File: src/rtl/warp_pkg.sv
// Shared writeback types and sizes for the register-file writeback path.
package warp_pkg;

  localparam int unsigned REG_ADDR_W = 5;
  localparam int unsigned XLEN       = 32;
  localparam int unsigned NUM_REGS   = 32;

  typedef struct packed {
    logic [REG_ADDR_W-1:0] addr;
    logic [XLEN-1:0]       data;
  } wb_req_t;

  // One-hot register select, used to build pending-write masks.
  function automatic logic [NUM_REGS-1:0] addr_onehot(input logic [REG_ADDR_W-1:0] a);
    return NUM_REGS'(1) << a;
  endfunction

endpackage

File: src/rtl/wb_fifo.sv
// Per-source writeback queue. Occupancy is tracked with one valid bit per
// slot so full/empty and the pending-address mask fall out directly.
// Optional feature macro: WB_PENDING_MASK_EN (exports addr_mask).
module wb_fifo
  import warp_pkg::*;
#(
  parameter int unsigned DEPTH = 2
) (
  input  logic                clk,
  input  logic                rst,
  input  logic                push,
  input  wb_req_t             push_req,
  input  logic                pop,
`ifdef WB_PENDING_MASK_EN
  output logic [NUM_REGS-1:0] addr_mask,
`endif
  output wb_req_t             head,
  output logic                full,
  output logic                empty
);

  localparam int unsigned PTR_W = (DEPTH > 1) ? $clog2(DEPTH) : 1;

  wb_req_t          slot_q [DEPTH];
  logic [DEPTH-1:0] valid_q;
  logic [PTR_W-1:0] wr_ptr_q;
  logic [PTR_W-1:0] rd_ptr_q;
  logic             push_ok;
  logic             pop_ok;

  assign full    = &valid_q;
  assign empty   = ~|valid_q;
  assign head    = slot_q[rd_ptr_q];
  assign push_ok = push & ~full;
  assign pop_ok  = pop & ~empty;

  // Pointer/valid bookkeeping; pointers wrap naturally at a power-of-two depth.
  always_ff @(posedge clk) begin
    if (rst) begin
      valid_q  <= '0;
      wr_ptr_q <= '0;
      rd_ptr_q <= '0;
    end else begin
      if (push_ok) begin
        valid_q[wr_ptr_q] <= 1'b1;
        wr_ptr_q          <= wr_ptr_q + PTR_W'(1);
      end
      if (pop_ok) begin
        valid_q[rd_ptr_q] <= 1'b0;
        rd_ptr_q          <= rd_ptr_q + PTR_W'(1);
      end
    end
  end

  // Payload storage; contents are qualified by valid_q so no reset needed.
  always_ff @(posedge clk) begin
    if (push_ok) begin
      slot_q[wr_ptr_q] <= push_req;
    end
  end

`ifdef WB_PENDING_MASK_EN
  // OR of one-hot addresses of every occupied slot.
  always_comb begin
    addr_mask = '0;
    for (int i = 0; i < int'(DEPTH); i++) begin
      if (valid_q[i]) begin
        addr_mask = addr_mask | addr_onehot(slot_q[i].addr);
      end
    end
  end
`endif

endmodule

File: src/rtl/rf_wb_arbiter.sv
// Round-robin arbiter merging ALU and load-unit writebacks into the single
// register-file write port. Each source is buffered in its own wb_fifo;
// writes to R0 are accepted and dropped.
// Optional feature macro: WB_PENDING_MASK_EN (enables pending_mask tracking).
module rf_wb_arbiter
  import warp_pkg::*;
#(
  parameter int unsigned FIFO_DEPTH = 2
) (
  input  logic                  clk,
  input  logic                  rst,
  input  logic                  alu_valid,
  input  logic [REG_ADDR_W-1:0] alu_addr,
  input  logic [XLEN-1:0]       alu_data,
  output logic                  alu_ready,
  input  logic                  mem_valid,
  input  logic [REG_ADDR_W-1:0] mem_addr,
  input  logic [XLEN-1:0]       mem_data,
  output logic                  mem_ready,
  output logic                  write_en,
  output logic [REG_ADDR_W-1:0] write_addr,
  output logic [XLEN-1:0]       write_data,
  output logic [NUM_REGS-1:0]   pending_mask
);

  wb_req_t alu_req;
  wb_req_t mem_req;
  wb_req_t alu_head;
  wb_req_t mem_head;
  logic    alu_full;
  logic    mem_full;
  logic    alu_empty;
  logic    mem_empty;
  logic    alu_push;
  logic    mem_push;
  logic    alu_pop;
  logic    mem_pop;
  logic    prefer_mem_q;

`ifdef WB_PENDING_MASK_EN
  logic [NUM_REGS-1:0] alu_mask;
  logic [NUM_REGS-1:0] mem_mask;
`endif

  assign alu_req   = '{addr: alu_addr, data: alu_data};
  assign mem_req   = '{addr: mem_addr, data: mem_data};
  assign alu_ready = ~alu_full;
  assign mem_ready = ~mem_full;
  assign alu_push  = alu_valid & ~alu_full & (alu_addr != '0);
  assign mem_push  = mem_valid & ~mem_full & (mem_addr != '0);

  wb_fifo #(.DEPTH(FIFO_DEPTH)) u_alu_fifo (
    .clk      (clk),
    .rst      (rst),
    .push     (alu_push),
    .push_req (alu_req),
    .pop      (alu_pop),
`ifdef WB_PENDING_MASK_EN
    .addr_mask(alu_mask),
`endif
    .head     (alu_head),
    .full     (alu_full),
    .empty    (alu_empty)
  );

  wb_fifo #(.DEPTH(FIFO_DEPTH)) u_mem_fifo (
    .clk      (clk),
    .rst      (rst),
    .push     (mem_push),
    .push_req (mem_req),
    .pop      (mem_pop),
`ifdef WB_PENDING_MASK_EN
    .addr_mask(mem_mask),
`endif
    .head     (mem_head),
    .full     (mem_full),
    .empty    (mem_empty)
  );

  // Grant one head per cycle; on a tie the source not granted last wins.
  always_comb begin
    alu_pop = 1'b0;
    mem_pop = 1'b0;
    if (!alu_empty && (mem_empty || !prefer_mem_q)) begin
      alu_pop = 1'b1;
    end else if (!mem_empty) begin
      mem_pop = 1'b1;
    end
  end

  // Register the granted head onto the write port and advance the pointer.
  always_ff @(posedge clk) begin
    if (rst) begin
      prefer_mem_q <= 1'b0;
      write_en     <= 1'b0;
      write_addr   <= '0;
      write_data   <= '0;
    end else begin
      write_en <= alu_pop | mem_pop;
      if (alu_pop) begin
        write_addr   <= alu_head.addr;
        write_data   <= alu_head.data;
        prefer_mem_q <= 1'b1;
      end else if (mem_pop) begin
        write_addr   <= mem_head.addr;
        write_data   <= mem_head.data;
        prefer_mem_q <= 1'b0;
      end
    end
  end

`ifdef WB_PENDING_MASK_EN
  // Pending = queued in either source plus the write currently on the port.
  always_comb begin
    pending_mask = alu_mask | mem_mask;
    if (write_en) begin
      pending_mask = pending_mask | addr_onehot(write_addr);
    end
  end
`else
  assign pending_mask = '0;
`endif

endmodule

File: config.mk
export PLATFORM = sky130hd
export DESIGN_NAME = rf_wb_arbiter
export DESIGN_NICKNAME = d
export VERILOG_FILES = /design/src/rtl/warp_pkg.sv /design/src/rtl/wb_fifo.sv /design/src/rtl/rf_wb_arbiter.sv
export SDC_FILE = /design/constraint.sdc
export NUM_CORES = 1
export LEC_CHECK = 0
export CORE_UTILIZATION = 50
export DETAILED_ROUTE_END_ITERATION = 8
export PLACE_DENSITY_LB_ADDON = 0.2
export REMOVE_ABC_BUFFERS = 1
export SETUP_SLACK_MARGIN = 0.2
export SKIP_CTS_REPAIR_TIMING = 1
export SLEW_MARGIN = 5
export SYNTH_ARGS = -nofsm -noshare
export SYNTH_HDL_FRONTEND = slang
export SYNTH_HIERARCHICAL = 1
export SYNTH_SLANG_ARGS = --single-unit
File: constraint.sdc
create_clock -name clk -period 3.5 [get_ports clk]
set_input_delay 0.525 -clock clk [delete_from_list [all_inputs] [get_ports clk]]
set_output_delay 0.525 -clock clk [all_outputs]
set_load 0.1 [all_outputs]
## Word-level counts from Yosys, hierarchy flattened

Memories as Yosys holds them, arrays and structs flattened. A register that Yosys moved wholly into a read port is not among the register bits.
Cells that the tools add are included.

- Output and inout bits: 72
- Word-level logic and storage cells: 87
- Register bits after elaboration: 47
- Latch bits: 0
- Memory bits (read-only): 0
- Memories kept: 2
- Input bits: 78
- RAM bits: 148

- Order comparisons: 8
- Div/mod/pow operators: 0
- Add/subtract/negate cells: 4
- Bitwise operators: 17
- Eq/ne operators: 0
- Reductions and logical operators: 15
- Shift-type cells: 0
- Muxes and demuxes: 31
- $mul: 0

Memory list:

| name | words | width | rd ports | clocked after memory_dff | write ports | line | RTL |
|---|---|---|---|---|---|---|---|
| u_alu_fifo.slot_q | 2 | 37 | 1 | 1 | 1 | wb_fifo.sv:24 | `wb_req_t slot_q [DEPTH];` |
| u_mem_fifo.slot_q | 2 | 37 | 1 | 1 | 1 | wb_fifo.sv:24 |  |

Operators by type and width:

| kind | count |
|---|---|
| 2-to-1 mux 32 bit | 2 |
| 2-to-1 mux 1 bit | 17 |
| 2-to-1 mux 2 bit | 6 |
| 2-to-1 mux 5 bit | 2 |
| nonzero test 5 bit | 2 |
| bitwise AND 1 bit | 8 |
| < comparator 1 x 2 -> 1 bit, second input constant | 4 |
| logical AND 1 bit | 5 |
| adder 1 bit, second input constant | 4 |
| bitwise AND 2 bit | 2 |
| demux 1 bit (select 1 bit) | 4 |
| greater-or-equal comparator 1 bit, second input constant | 4 |
| NOT 2 bit | 2 |
| bitwise OR 2 bit | 2 |
| AND reduction 2 bit | 2 |
| OR reduction 2 bit | 2 |
| logical NOT 1 bit | 2 |
| NOT 1 bit | 2 |
| nonzero test 2 bit | 1 |
| logical OR 1 bit | 1 |
| bitwise OR 1 bit | 1 |

## Logic depth before layout (Yosys ltp)

Gate-level depths: netlist of run 1.

- Word-level depth: 9
- Depth in mapped cells: 10
- Depth with buffers taken out: 7

## Hierarchy

Netlist of run 1, hierarchy kept.

Modules (own cells, without submodules):

| module | sequential area each (µm²) | times used | cells an instance | area each (µm²) |
|---|---|---|---|---|
| wb_fifo | 2322.2 | 2 | 139 | 2911.5 |
| rf_wb_arbiter | 780.7 | 1 | 218 | 2272.2 |

## Least setup slack after synthesis of run 1

OpenSTA, ideal clock, no wires.

- Path kind: reg2reg
- Start: reg u_alu_fifo.valid_q[0]
- End: mem u_alu_fifo/slot_q[0][0] in the netlist's numbering, enable pin
- Path buffers: 0
- Setup slack: -0.304 ns
- Clock period less this slack: 3.804 ns
- Library setup time: 0.436 ns
- Required time: 3.064 ns
- Arrival time: 3.368 ns
- Cell stages (with the launch flop): 6
- Cell sequence: dfxtp_1 > and2_1 > inv_1 > o311a_1 > a21boi_0 > nor2b_1

- Longest elaborated chain between the ends: 7

RTL lines:

| element | line | RTL |
|---|---|---|
| from (decl) | wb_fifo.sv:25 | `logic [DEPTH-1:0] valid_q;` |
| from (signal assigned) | wb_fifo.sv:40 | `valid_q <= '0;` |
| from (signal, indexed assignment) | wb_fifo.sv:45 | `valid_q[wr_ptr_q] <= 1'b1;` |
| from (signal, indexed assignment) | wb_fifo.sv:49 | `valid_q[rd_ptr_q] <= 1'b0;` |
| AND reduction 2 bit | wb_fifo.sv:31 | `assign full = &valid_q;` |
| net alu_full | rf_wb_arbiter.sv:30 | `logic alu_full;` |
| NOT 1 bit | n/a |  |
| net alu_ready | rf_wb_arbiter.sv:15 | `output logic alu_ready,` |
| bitwise AND 1 bit (2 in series) | rf_wb_arbiter.sv:49 | `assign alu_push = alu_valid & ~alu_full & (alu_addr != '0);` |
| net alu_push | rf_wb_arbiter.sv:34 | `logic alu_push;` |
| bitwise AND 1 bit | wb_fifo.sv:34 | `assign push_ok = push & ~full;` |
| 2-to-1 mux 1 bit | wb_fifo.sv:57 | `if (push_ok) begin` |
| 2-to-1 mux 1 bit (implied by the code) | wb_fifo.sv:58 | `slot_q[wr_ptr_q] <= push_req;` |
| to (decl) | wb_fifo.sv:24 |  |

The timed path passes the listed nets, and every way through them passes these cells.

## Worst setup path after layout of run 1

- Start: in mem_addr[1]
- End: mem u_mem_fifo/slot_q[0][20] in the netlist's numbering, enable pin

- Longest elaborated chain between the ends: 5

RTL lines:

| element | line | RTL |
|---|---|---|
| from (decl) | rf_wb_arbiter.sv:17 | `input logic [REG_ADDR_W-1:0] mem_addr,` |
| nonzero test 5 bit | rf_wb_arbiter.sv:50 | `assign mem_push = mem_valid & ~mem_full & (mem_addr != '0);` |
| bitwise AND 1 bit | rf_wb_arbiter.sv:50 |  |
| net mem_push | rf_wb_arbiter.sv:35 | `logic mem_push;` |
| bitwise AND 1 bit | wb_fifo.sv:34 |  |
| 2-to-1 mux 1 bit | wb_fifo.sv:57 |  |
| 2-to-1 mux 1 bit (implied by the code) | wb_fifo.sv:58 |  |
| to (decl) | wb_fifo.sv:24 |  |

The timed path passes the listed nets, and every way through them passes these cells.

==> results of run 1 <==
logic make-up (layout without fill, tap and decap cells):
logic type | count (synthesis) | in the layout | synth area share, %
flip-flops | 197 | 197 | 67.0
other | 1 | 32 | 0.0463
multiplexers | 117 | 117 | 15.7
AND/OR/NAND/NOR | 63 | 63 | 3.62
AO/OA/AOI/OAI | 50 | 50 | 7.53
buffers and inverters | 68 | 165 | 6.09
sequential cells by signal, summed over array words and instances (netlist names), named ones only:
register	flops
prefer_mem_q	1
u_alu_fifo/rd_ptr_q	1
u_alu_fifo/slot_q	74
u_alu_fifo/valid_q	2
u_alu_fifo/wr_ptr_q	1
u_mem_fifo/rd_ptr_q	1
u_mem_fifo/slot_q	74
u_mem_fifo/valid_q	2
u_mem_fifo/wr_ptr_q	1
write_addr	5
write_data	32
write_en	1
worst max-delay path: cells and delay by family:
kind	cells	cell delay [ns]
buffers and inverters	1	0.50
and+or+nand+nor	2	1.23
AOI/OAI and AO/OA	2	0.59
power by group through the flow:
stage	Sequential, W	Combinational [W]	Clock, W
2_1_floorplan	0.00350	0.000684	0
3_3_place_gp	0.00292	0.00168	0
3_5_place_dp	0.00293	0.00170	0
4_1_cts	0.00289	0.00170	0.00202
5_1_grt	0.00291	0.00177	0.00211
6_report	0.00288	0.00169	0.00198
synthesized netlist by cell type (2+ instances only):
master      n
edfxtp_1  148
o21a_1      2
nor2_1     44
a21oi_1     3
a21boi_0    2
buf_6      12
or3_1       2
inv_1       6
clkbuf_1    4
mux2_2     80
o311a_1     2
buf_4      36
and2_1      4
buf_2       7
or2b_1      2
a211oi_1    2
mux2i_1    37
dfxtp_1    49
nor2b_1     8
a221oi_2   30
a221oi_1    9
through the flow:
stage | utilization, % | setup WS (ns) | power (W) | instances
final | 62.6 | 0.672 | 0.00655 | 840
after global routing | 62.6 | 0.535 | 0.00679 | 840
after CTS | 62.6 | 0.688 | 0.00661 | 840
after detailed placement | 58.7 | 0.232 | 0.00463 | 808
after global placement | 58.7 | 0.361 | 0.00460 | 808
after floorplan | - | -1.85 | 0.00418 | 466
area by class of cell:
class,count,area [um^2]
clock inverters,12,151
clock buffers,20,457
multi-input cells,262,2330
inverters,7,26.3
fillers,1173,5930
well taps,216,270
repair buffers,126,1240
flip-flops and latches,197,5430
worst min-delay path by stage:
| stage | slack, ns | depth (start not counted) | end | startpoint |
|---|---|---|---|---|
| detailed placement | 0.48 | 1 | u_alu_fifo/valid_q[1] | u_alu_fifo/rd_ptr_q |
| floorplan | 0.45 | 1 | u_alu_fifo/valid_q[1] | u_alu_fifo/rd_ptr_q |
| CTS | 0.48 | 1 | u_alu_fifo/valid_q[1] | u_alu_fifo/rd_ptr_q |
| global route | 0.50 | 1 | u_alu_fifo/valid_q[1] | u_alu_fifo/rd_ptr_q |
| finish | 0.49 | 1 | u_alu_fifo/valid_q[1] | u_alu_fifo/rd_ptr_q |
| global placement | 0.48 | 1 | u_alu_fifo/valid_q[1] | u_alu_fifo/rd_ptr_q |
per-layer routing:
metal  global-route usage, %  vias to the layer above  share of wire, %
met2                    32.3                      116                50
met4                    6.85                        0               1.5
met5                       0                        -                 0
li1                        -                     2052                 -
met3                    5.04                       16               5.0
met1                    24.6                     2142                44
==> out/results.ini, run 1 <==
[outcome]
status=finished clean

[timing]
min_period_ns=2.83
tightest_slew_ns=1.28
rsz0062_at_grt=false
finalCritPeriodShare_pct=80.8
max_freq_mhz=354
skew_ns=0.00892
hold_viol_final=0
slew_headroom_pct=14.5
setup_tns_ns=0
slew_viol_final=0
finalSetupViolCount=0
whs_ns=0.489

[logic_synthesis]
syn_avg_cell_area_um2=16.3
synth-async-reset-ratio_pct=0
synth_area_mm2=0.00810
synth-seq-area-share_pct=67.0
postSynthCellCount=496
yosysWarnings=6
yosysTopAreaCell=edfxtp_1
synth_cell_type_count=28
synth_area_leaders=edfxtp_1 (55%), dfxtp_1 (12%), mux2_2 (11%)
synth_flop_cell=edfxtp_1
synth_edf_count=148
synth_top_area_share_pct=54.9
synth-seq-cells=197

[power_and_ir_drop]
switching_share_pct=32.3
seqPwrFrac_pct=44.0
powerDensity_mw_per_mm2=661
pwr-share-comb_pct=25.8
ir_drop_mv=0.380
leakage_nw=3.54
p_sw_w=0.00212
internal_power_w=0.00443
pwr-share-clk_pct=30.2

[setup_path]
cpPeakStageDelay_ns=1.10
cp_max_fo=37
cp-end-kind=flop
crit_required_ns=3.54
rr_startpoint=u_mem_fifo/valid_q[0]
worstSetupStartpointType=input port
reg2reg_slack_ns=0.75
arrival_ns=2.86
ff2ff_path_depth=5
cp_cell_sequence=clkdlybuf4s50_1 > or3_1 > o311a_1 > a21boi_0 > nor2b_4
critical_path.endpoint=u_mem_fifo/slot_q[0][20]
crit_path_start=mem_addr[1]
slowest_stage=nor2b_4
r2r_end=u_mem_fifo/slot_q[0][20]
path_class=input port to flop

[layout]
final_common_cell=edfxtp_1
drive_above_1_share_pct=26.3
stdcell_area_mm2=0.00990
fin_nets=689
areaGrowthSynthToFinish_pct=22.3
antenna_cells=0
mostFrequentLayoutCells=edfxtp_1 (148), clkdlybuf4s50_1 (114), mux2_2 (80)

[routing]
first_pass_iters=4
via_per_inst=5.15
routedWlPerCell_um=18.1
vias=4326
drt_iter0_markers=191
ant_nets=0
drc=0
finalWirelength_um=15200

[placement]
port_buffers=117
finalWeightedCongestion=0.702
postPlaceCellArea_mm2=0.00929
dpl.hpwl_um=9830

[clocking]
numCtsBuffers=17
clock-sinks=197
clkLatencyLatePin_ns=0.43
clockRootBuffer=clkbuf_16
cts_tree=yes
path_clk_slew_ns=0.07
cts_max_path_buffers=2
ctsHtreeMaxLevel=4

[floorplanning]
num_rows=46
start_util_pct=51.1
die_y_um=129
core_area_mm2=0.0158
fp.dieW_um=129
io_pins=150
die-area_mm2=0.0167

[min_path]
min_path_type=flop to flop

[global_routing]
gr-total-overflow=0
grt_pass1_wl_um=23800
grt_max_degree=41
grt_pass1_vias=4467
gr-usage-all-layers_pct=19.4
antenna_found_initial=0

[run]
cap_viol_max_count=0

(Power assumes the default switching activity.)
==> run 2, diff against run 1 <==
Settings changed: CORE_UTILIZATION 50 to 47.
Clock period 3.5 ns to 2.45 ns, I/O delays scaled along.
==> run 2 against run 1 <==
Compared with the run above: clock power is 29% higher; power is 39% higher; die area is 6.3% higher; largest power group unchanged; critical path depth is 1 higher; highest routed layer unchanged; worst hold slack worse by 0.12 ns; critical endpoint is now u_alu_fifo/slot_q[1][28]; largest cell class unchanged; count of clock-buffer cells in the layout is 1 lower.
==> out/results.ini, run 2 (synthesis results as in run 1) <==
[power_and_ir_drop]
internal_power_w=0.00608  ; +37%
finalPower_w=0.00913  ; +39%
leakage_nw=3.68  ; +3.8%
pwr-share-comb_pct=27.3  ; +1.5 points
powerDensity_mw_per_mm2=914  ; +38%
p_sw_w=0.00305  ; +44%
ir_drop_mv=0.618  ; +63%
seqPwrFrac_pct=44.8  ; +0.8 points
pwr-share-clk_pct=28.0  ; -2.2 points
switching_share_pct=33.4  ; +1.1 points

[floorplanning]
start_util_pct=48.5  ; -2.7 points
core_area_mm2=0.0167  ; +5.5%
fp.dieW_um=133  ; +3.1%
num_rows=47  ; +2.2%
die-area_mm2=0.0178  ; +6.3%
io_pins=150  ; unchanged
die_y_um=133  ; +3.1%

[min_path]
hp-start=rst
holdPathEnd=write_data[28]
min_path_type=input port to flop
whs_path_depth=2  ; +1

[timing]
hold_viol_final=0  ; unchanged
finalCritPeriodShare_pct=90.7
min_period_ns=2.22
slew_headroom_pct=53.9  ; +39 points
finalWorstSetupSlack_ns=0.227  ; -0.444 ns
finalSetupViolCount=0  ; unchanged
rsz0062_at_grt=true
slew_viol_final=0  ; unchanged
skew_ns=0.00999  ; +0.00107 ns
max_freq_mhz=450
tightest_slew_ns=0.685  ; -0.595 ns

[routing]
finalWirelength_um=16200  ; +6.1%
drc=0  ; unchanged
routedWlPerCell_um=18.8  ; +3.6%
vias=4471  ; +3.4%
ant_nets=0  ; unchanged
first_pass_iters=4  ; unchanged
via_per_inst=5.20  ; +0.95%
drt_iter0_markers=203  ; +6.3%

[global_routing]
grt_pass1_wl_um=25000  ; +4.9%
grt_pass1_vias=4631  ; +3.7%
gr-usage-all-layers_pct=18.7  ; -0.67 points
gr-total-overflow=0  ; unchanged
antenna_found_initial=1  ; +1
grt_max_degree=40  ; -2.4%

[placement]
dp.cells=825  ; +2.1%
preCtsSetupSlack_ns=-0.557  ; -0.789 ns
dpl.hpwl_um=10500  ; +6.7%
port_buffers=117  ; unchanged
finalWeightedCongestion=0.766  ; +9.1%

[setup_path]
cp.buffers_inverters=2  ; +1
cpPeakStageDelay_ns=0.58  ; -0.52 ns
ff2ff_path_depth=6  ; +1
cp.depth=6  ; +1
path_class=flop to flop
crit_required_ns=2.55  ; -0.99 ns
rr_startpoint=u_alu_fifo/valid_q[0]
cp_max_fo=17  ; -54%
slowest_stage=a21boi_0
worstSetupStartpointType=flop
critical_path.top_delay_family=compound AO/OA/AOI/OAI gates
arrival_ns=2.32  ; -0.54 ns
cp-end-kind=flop
r2r_end=u_alu_fifo/slot_q[1][28]
cp_cell_sequence=and2_1 > inv_1 > o311a_1 > a21boi_0 > and2_2 > buf_4
reg2reg_slack_ns=0.23  ; -0.52 ns

[clocking]
cts_max_path_buffers=2  ; unchanged
cts_tree=yes
path_clk_slew_ns=0.07  ; about the same
clockRootBuffer=clkbuf_16
clkLatencyLatePin_ns=0.42  ; about the same
clock-sinks=197  ; unchanged
numCtsBuffers=17  ; unchanged
ctsHtreeMaxLevel=4  ; unchanged

[layout]
final_common_cell=edfxtp_1
antenna_cells=0  ; unchanged
fin_nets=705  ; +2.3%
mostFrequentLayoutCells=edfxtp_1 (148), mux2_2 (80), clkdlybuf4s50_1 (76)
drive_above_1_share_pct=33.8  ; +7.5 points
instances_no_fill=860  ; +2.4%
areaGrowthSynthToFinish_pct=23.4
reg_top3=u_alu_fifo/slot_q x74, u_mem_fifo/slot_q x74, write_data x32
fill_cells=1293  ; +10%

[outcome]
status=finished clean

[run]
cap_viol_max_count=0  ; unchanged

run 2: routing by layer:
| metal | GRT usage (%) | part of all wire [%] | up-vias |
|---|---|---|---|
| met3 | 4.19 | 4.4 | 12 |
| li1 | - | - | 2093 |
| met1 | 24.0 | 45 | 2238 |
| met5 | 0 | 0 | - |
| met2 | 31.8 | 50 | 128 |
| met4 | 5.68 | 0.95 | 0 |
run 2: worst max path at each step:
stage	from	end	slack (ns)
after floorplan	u_mem_fifo/valid_q[1]	flop	-2.90
after global placement	alu_addr[1]	u_alu_fifo/slot_q[0][15]	-0.39
after detailed placement	alu_addr[3]	u_alu_fifo/slot_q[0][19]	-0.56
after CTS	u_alu_fifo/valid_q[0]	u_alu_fifo/slot_q[0][28]	-0.15
after global routing	u_alu_fifo/valid_q[0]	u_alu_fifo/slot_q[1][28]	0.10
final	u_alu_fifo/valid_q[0]	u_alu_fifo/slot_q[1][28]	0.23
run 2: final cells by class:
| cell class | count | area, um^2 | area share, % |
|---|---|---|---|
| sequential | 197 | 5430 | 54.4 |
| clock inverter | 13 | 110 | 1.10 |
| inverter | 7 | 26.3 | 0.263 |
| multi-input combinational | 263 | 2340 | 23.5 |
| clock buffer | 19 | 433 | 4.34 |
| timing repair buffer | 141 | 1370 | 13.7 |
| tap | 220 | 275 | 2.76 |
run 2: worst register-to-register path, stage by stage (launching register included):
cell	delay [ns]
dfxtp_1	0.32
and2_1	0.15
inv_1	0.08
o311a_1	0.20
a21boi_0	0.58
and2_2	0.30
buf_4	0.27
run 2: power groups by stage:
stage	Sequential (W)	Combinational, W	Clock (W)
after floorplan	0.00500	0.000977	0
after global placement	0.00415	0.00245	0
after detailed placement	0.00416	0.00248	0
after CTS	0.00409	0.00249	0.00260
after global routing	0.00412	0.00260	0.00273
final	0.00409	0.00249	0.00255
run 2: through the flow:
| step | setup TNS, ns | area [um^2] | utilization [%] | hold slack [ns] |
|---|---|---|---|---|
| 2_1_floorplan | -259.47 | 7740 | - | 0.434 |
| 3_3_place_gp | -14.21 | 9390 | 56.2 | 0.493 |
| 3_5_place_dp | -20.54 | 9390 | 56.2 | 0.503 |
| 4_1_cts | -5.47 | 9930 | 59.5 | 0.352 |
| 5_1_grt | 0 | 9990 | 59.8 | 0.370 |
| 6_report | 0 | 9990 | 59.8 | 0.366 |
